<file path="config.mk">
export PLATFORM = sky130hd
export DESIGN_NAME = mux_arbiter
export DESIGN_NICKNAME = d
export VERILOG_FILES = /design/src/rtl/mux_arb_pkg.sv /design/src/rtl/mux_arbiter_mux.sv /design/src/rtl/mux_arbiter.sv
export SDC_FILE = /design/constraint.sdc
export NUM_CORES = 1
export LEC_CHECK = 0
export CAP_MARGIN = 30
export CORE_AREA = 3 3 40 42
export DETAILED_ROUTE_END_ITERATION = 12
export DIE_AREA = 0 0 43 45
export SETUP_SLACK_MARGIN = 0.5
export SYNTH_ARGS = -nofsm -noshare
export SYNTH_HDL_FRONTEND = slang
export SYNTH_SLANG_ARGS = --single-unit
</file>
<file path="constraint.sdc">
create_clock -name clk -period 5 [get_ports clk]
set_input_delay 0.5 -clock clk [delete_from_list [all_inputs] [get_ports clk]]
set_output_delay 0.5 -clock clk [all_outputs]
set_load 0.02 [all_outputs]
</file>
<file path="src/rtl/mux_arb_pkg.sv">
// mux_arb_pkg: shared definitions for the two-source mux arbiter.
//   state_t  - FSM state encoding (IDLE / GNT0 / GNT1)
//   SEL_D0/1 - mux select values passing d0 / d1
//   CNT_W    - width of the per-grant beat counter
//   sat_inc  - saturating increment for the beat counter
package mux_arb_pkg;

  typedef enum logic [1:0] {
    IDLE = 2'b00,
    GNT0 = 2'b01,
    GNT1 = 2'b10
  } state_t;

  localparam logic SEL_D0 = 1'b0;
  localparam logic SEL_D1 = 1'b1;

  localparam int CNT_W = 8;

  // Increment that sticks at all-ones instead of wrapping.
  function automatic logic [CNT_W-1:0] sat_inc(input logic [CNT_W-1:0] v);
    logic [CNT_W-1:0] r;
    if (v == {CNT_W{1'b1}}) begin
      r = v;
    end else begin
      r = v + {{(CNT_W-1){1'b0}}, 1'b1};
    end
    return r;
  endfunction

endpackage

</file>
<file path="src/rtl/mux_arbiter_mux.sv">
// mux: single-bit 2:1 multiplexer cell of the shared datapath.
// Ports:
//   s  - select (0 passes d0, 1 passes d1)
//   d0 - input 0
//   d1 - input 1
//   y  - selected output (combinational)
module mux (
  input  logic s,
  input  logic d0,
  input  logic d1,
  output logic y
);

  assign y = s ? d1 : d0;

endmodule

</file>
<file path="src/rtl/mux_arbiter.sv">
// mux_arbiter: two-requester round-robin arbiter that owns the select of the
// shared 2:1 mux, sequences bursts from both sources through it, and presents
// the registered mux output downstream with a valid strobe.
//
// Optional feature macro: MUX_ARB_TIMEOUT_EN
//   defined   - a burst is cut after MAX_BURST beats when the other source
//               is waiting; otherwise the beat counter saturates.
//   undefined - no beat counter is built; bursts are unbounded.
//
// Parameters:
//   WIDTH     - data width in bits
//   MAX_BURST - beat limit per grant (1..255), timeout build only
// Ports:
//   clk, rst_n   - clock (rising edge), asynchronous active-low reset
//   req0, req1   - per-source request, held for the whole burst
//   last0, last1 - per-source final-beat marker
//   d0, d1       - per-source data
//   gnt0, gnt1   - grant, decoded from the state register
//   sel          - mux select driven into the mux cells
//   y, y_valid   - registered mux output and its beat strobe
module mux_arbiter
  import mux_arb_pkg::*;
#(
  parameter int WIDTH     = 1,
  parameter int MAX_BURST = 8
) (
  input  logic             clk,
  input  logic             rst_n,
  input  logic             req0,
  input  logic             req1,
  input  logic             last0,
  input  logic             last1,
  input  logic [WIDTH-1:0] d0,
  input  logic [WIDTH-1:0] d1,
  output logic             gnt0,
  output logic             gnt1,
  output logic             sel,
  output logic [WIDTH-1:0] y,
  output logic             y_valid
);

  state_t           state_r;
  state_t           state_nxt_s;
  logic             ptr_r;        // 0: favour source 0, 1: favour source 1
  logic             ptr_nxt_s;
  logic             sel_r;
  logic             sel_nxt_s;
  logic             beat_s;
  logic             limit_s;      // beat counter has reached the burst limit
  logic [WIDTH-1:0] mux_y_s;
  logic [WIDTH-1:0] y_r;
  logic             y_valid_r;

  if ((MAX_BURST < 1) || (MAX_BURST > 255)) begin : g_bad_max_burst
    $error("mux_arbiter: MAX_BURST must be in 1..255");
  end

  // Datapath: one mux cell per data bit, all steered by the registered select.
  for (genvar i = 0; i < WIDTH; i++) begin : g_mux
    mux u_mux (
      .s  (sel_r),
      .d0 (d0[i]),
      .d1 (d1[i]),
      .y  (mux_y_s[i])
    );
  end

`ifdef MUX_ARB_TIMEOUT_EN
  logic [CNT_W-1:0] cnt_r;
  logic             entry_s;

  // Counter reaching MAX_BURST on this beat means it already holds MAX_BURST-1.
  assign limit_s = (cnt_r >= CNT_W'(MAX_BURST - 1));
  assign entry_s = (state_nxt_s != state_r) && (state_nxt_s != IDLE);

  // Beat counter: cleared on every grant entry, saturating count of beats.
  always_ff @(posedge clk or negedge rst_n) begin
    if (!rst_n) begin
      cnt_r <= {CNT_W{1'b0}};
    end else if (entry_s) begin
      cnt_r <= {CNT_W{1'b0}};
    end else if (beat_s) begin
      cnt_r <= sat_inc(cnt_r);
    end else begin
      cnt_r <= cnt_r;
    end
  end
`else
  assign limit_s = 1'b0;
`endif

  // Next-state, pointer and beat decode. An end-of-burst hands over directly
  // when the other source is already requesting, so the stream has no bubble.
  always_comb begin
    state_nxt_s = state_r;
    ptr_nxt_s   = ptr_r;
    beat_s      = 1'b0;
    case (state_r)
      IDLE: begin
        if (req0 && req1) begin
          state_nxt_s = ptr_r ? GNT1 : GNT0;
        end else if (req0) begin
          state_nxt_s = GNT0;
        end else if (req1) begin
          state_nxt_s = GNT1;
        end else begin
          state_nxt_s = IDLE;
        end
      end
      GNT0: begin
        beat_s = req0;
        if (!req0 || last0 || (limit_s && req1)) begin
          ptr_nxt_s   = 1'b1;
          state_nxt_s = req1 ? GNT1 : IDLE;
        end else begin
          state_nxt_s = GNT0;
        end
      end
      GNT1: begin
        beat_s = req1;
        if (!req1 || last1 || (limit_s && req0)) begin
          ptr_nxt_s   = 1'b0;
          state_nxt_s = req0 ? GNT0 : IDLE;
        end else begin
          state_nxt_s = GNT1;
        end
      end
      default: begin
        state_nxt_s = IDLE;
      end
    endcase
  end

  // Select follows the grant being entered or held; it keeps its value in IDLE.
  always_comb begin
    sel_nxt_s = sel_r;
    case (state_nxt_s)
      GNT0:    sel_nxt_s = SEL_D0;
      GNT1:    sel_nxt_s = SEL_D1;
      default: sel_nxt_s = sel_r;
    endcase
  end

  // Control registers: FSM state, round-robin pointer, mux select.
  always_ff @(posedge clk or negedge rst_n) begin
    if (!rst_n) begin
      state_r <= IDLE;
      ptr_r   <= 1'b0;
      sel_r   <= SEL_D0;
    end else begin
      state_r <= state_nxt_s;
      ptr_r   <= ptr_nxt_s;
      sel_r   <= sel_nxt_s;
    end
  end

  // Output register: capture the mux on a beat, hold data otherwise.
  always_ff @(posedge clk or negedge rst_n) begin
    if (!rst_n) begin
      y_r       <= {WIDTH{1'b0}};
      y_valid_r <= 1'b0;
    end else if (beat_s) begin
      y_r       <= mux_y_s;
      y_valid_r <= 1'b1;
    end else begin
      y_r       <= y_r;
      y_valid_r <= 1'b0;
    end
  end

  assign gnt0    = (state_r == GNT0);
  assign gnt1    = (state_r == GNT1);
  assign sel     = sel_r;
  assign y       = y_r;
  assign y_valid = y_valid_r;

endmodule

</file>
==> flow_summary_export.csv <==
group,metric,value,unit
status,status,"completed",
routing,route.vias.total,316,
worst_setup_path,worstReg2RegEnd,"sel",
final_layout,area_growth,41.5,%
yosys,syn-cell-area,389,um^2
worst_hold_path,hold_class,"in2async",
routing,drc,0,
cts,cts_tree,"built",
routing,drt.antenna.violating_nets,0,
worst_setup_path,startpoint_type,"flop",
yosys,synth_nets,48,
floorplan,die_h,45,um
routing,highest_layer,"met4",
worst_setup_path,crit_type,"reg2out",
timing,finalSetupTns,0,ns
worst_setup_path,critPathRequiredTime,4.50,ns
cts,cts.path.max_buffers,2,
final_layout,fillers,123,
final_layout,drive_gt1_frac,0.160,
worst_setup_path,r2r_slack,3.14,ns
cts,cts_root_buf,"clkbuf_4",
yosys,synth.area.top_cells,"dfrtp_1 (39%), ha_1 (16%), mux2_2 (5.8%), nand2b_1 (4.8%), inv_1 (3.9%)",
timing,setup_violations,0,
placement,hpwl,603,um
yosys,synth_top_cell_by_area,"dfrtp_1",
routing,routedWlPerCell,11.9,um
timing,skew,0.00123,ns
floorplan,die_area,1940,um^2
grt,grt_pass1_wl,1450,um
grt,first_global_vias,327,
cts,cts_hold_buffers,0,
routing,drt-pass1-iter-count,4,
yosys,yosysWarnings,0,
routing,wl_met1,355,um
pwr,vdd_drop_max,203,uV
worst_setup_path,critical_path_buf_inv_count,2,
yosys,synth_top_area_share,0.386,
yosys,synth_edf_count,0,
yosys,yosys-top-cells-count,"dfrtp_1 (6), ha_1 (5), inv_1 (4)",
worst_setup_path,cp_top_family,"buffers and inverters",
grt,antenna_found_initial,0,
timing,slew_headroom,0.816,
worst_setup_path,worstPathMaxFanout,6,
yosys,ys_seq_elements,6,
floorplan,num_rows,13,
timing,finalCritPeriodShare,0.430,
grt,grt_overflow,0,
floorplan,die_w,43,um
routing,via_per_inst,4.86,
worst_setup_path,worstRegToRegCells,6,
timing,tightest_slew,0.276,ns
pwr,power_leakage,0.247,nW
worst_setup_path,cp_slowest_cell,"clkdlybuf4s50_1",
final_layout,post-route-util,0.428,
floorplan,initial_core_util,0.303,
cts,clkTransAtPathRegs,0.05,ns
worst_setup_path,cp-end-kind,"primary output",
worst_setup_path,crit_arrival,1.65,ns
placement,gp_congestion,0.677,
routing,met2RoutedLength,327,um
floorplan,core,1280,um^2
timing,final_max_slew_viol_count,0,
flow_run,cap_viol_max_count,0,
cts,worstSkewPairLatency,0.24,ns
routing,routed_wl,772,um
cts,cts_resized,0,
yosys,yosys_most_used_dff,"dfrtp_1",
routing,drt_iter0_drc,18,
cts,cts_buffers,3,
final_layout,antenna_cells,0,
pwr,power_density,594,nW/um^2
final_layout,fin_nets,65,
worst_setup_path,worstReg2RegStart,"state_r[0]",
yosys,synth.distinct_cells,17,
yosys,yosysMostFrequentCell,"dfrtp_1",
cts,cts_setup_buffers,0,
cts,htreeDepth,1,
timing,fin_hold_ws,0.499,ns
yosys,syn_area_per_cell,11.1,um^2
timing,max_freq,466,MHz
cts,cts_sinks,6,
yosys,syn_inst,35,
timing,rsz0062_at_grt,"no",
placement,portBuffers,12,
yosys,synth-seq-area-share,0.386,
timing,hold_viol_final,0,
timing,period_minus_slack,2.15,ns
worst_setup_path,cpPeakStageDelay,0.65,ns
grt,grt_usage,0.104,
grt,grt_max_degree,7,
floorplan,ios,13,
worst_setup_path,crit_chain,"inv_1 -> ha_1 -> clkdlybuf4s50_1",
routing,wl_met3,73,um
yosys,async_flop_share,1.00,
## state kept, by name, summed over array words and instances (netlist names)
signal,count
sel,1
state_r,2
y,1
ptr_r,1
y_valid,1
## report_power, final
group          internal, mW  switching [mW]
Clock                0.0272          0.0177
Combinational         0.102          0.0931
Sequential           0.0716          0.0155
Total                 0.201           0.126
## metal layers
metal,global-route usage,vias to the layer above
met5,0,-
met4,0.0723,0
met3,0.0359,2
met2,0.147,17
met1,0.133,143
li1,-,154
## worst max-delay path by stage
stage / from / endpoint / slack [ns] / cells after the start
6_report: state_r[1] / gnt0 / 2.85 / 3
5_1_grt: state_r[0] / gnt1 / 2.72 / 3
4_1_cts: state_r[1] / gnt0 / 2.83 / 3
3_5_place_dp: last1 / sel / 2.79 / 6
3_3_place_gp: last1 / sel / 2.80 / 6
2_1_floorplan: state_r[0] / sel / 3.14 / 6
## worst reg2reg max path: stages, from the launching register on
cell and delay (ns):
dfrtp_1 0.37, inv_1 0.07, ha_1 0.28, a222oi_1 0.29, a21oi_1 0.13, ha_1 0.29, mux2_2 0.32
## cells in the final DEF (no fill, tap or decap)
cell	netlist	final
mux2_4	1	1
o2bb2ai_1	1	1
dfrtp_1	6	6
a222oi_1	1	1
a22oi_2	1	1
clkdlybuf4s50_1	0	12
nand3b_1	2	2
mux2_2	2	2
nor2b_2	1	1
nand2_1	2	2
nand3_1	1	1
clkbuf_4	0	3
inv_1	4	4
nand2b_1	3	3
ha_1	5	5
a21oi_1	1	1
o2111ai_1	1	1
o21bai_1	2	2
and3b_1	1	1
## per-stage QoR
step,std cells,power [mW],instance area [um^2],worst slack (ns)
2_1_floorplan,35,0.220,389,3.14
3_3_place_gp,62,0.285,528,2.80
6_report,65,0.327,551,2.85
3_5_place_dp,62,0.284,528,2.79
4_1_cts,65,0.332,551,2.83
5_1_grt,65,0.360,551,2.72
## area by class of cell
cell class | instances | area (um^2) | area share
Sequential cell | 6 | 150 | 0.273
Inverter | 4 | 15.0 | 0.0273
Clock buffer | 3 | 22.5 | 0.0409
Tap cell | 15 | 18.8 | 0.0341
Multi-Input combinational cell | 25 | 224 | 0.407
Timing Repair Buffer | 12 | 120 | 0.218
## cell families (layout without fill, tap and decap cells)
group / count (synthesis) / after routing / share of synthesized area
buffers and inverters: 4 / 19 / 0.0386
flip-flops: 6 / 6 / 0.386
AND/OR/NAND/NOR: 10 / 10 / 0.164
AO/OA/AOI/OAI: 7 / 7 / 0.154
adder cells (fa/ha/maj): 5 / 5 / 0.161
multiplexers: 3 / 3 / 0.0964
No activity file was read; power rests on OpenSTA's default activity.
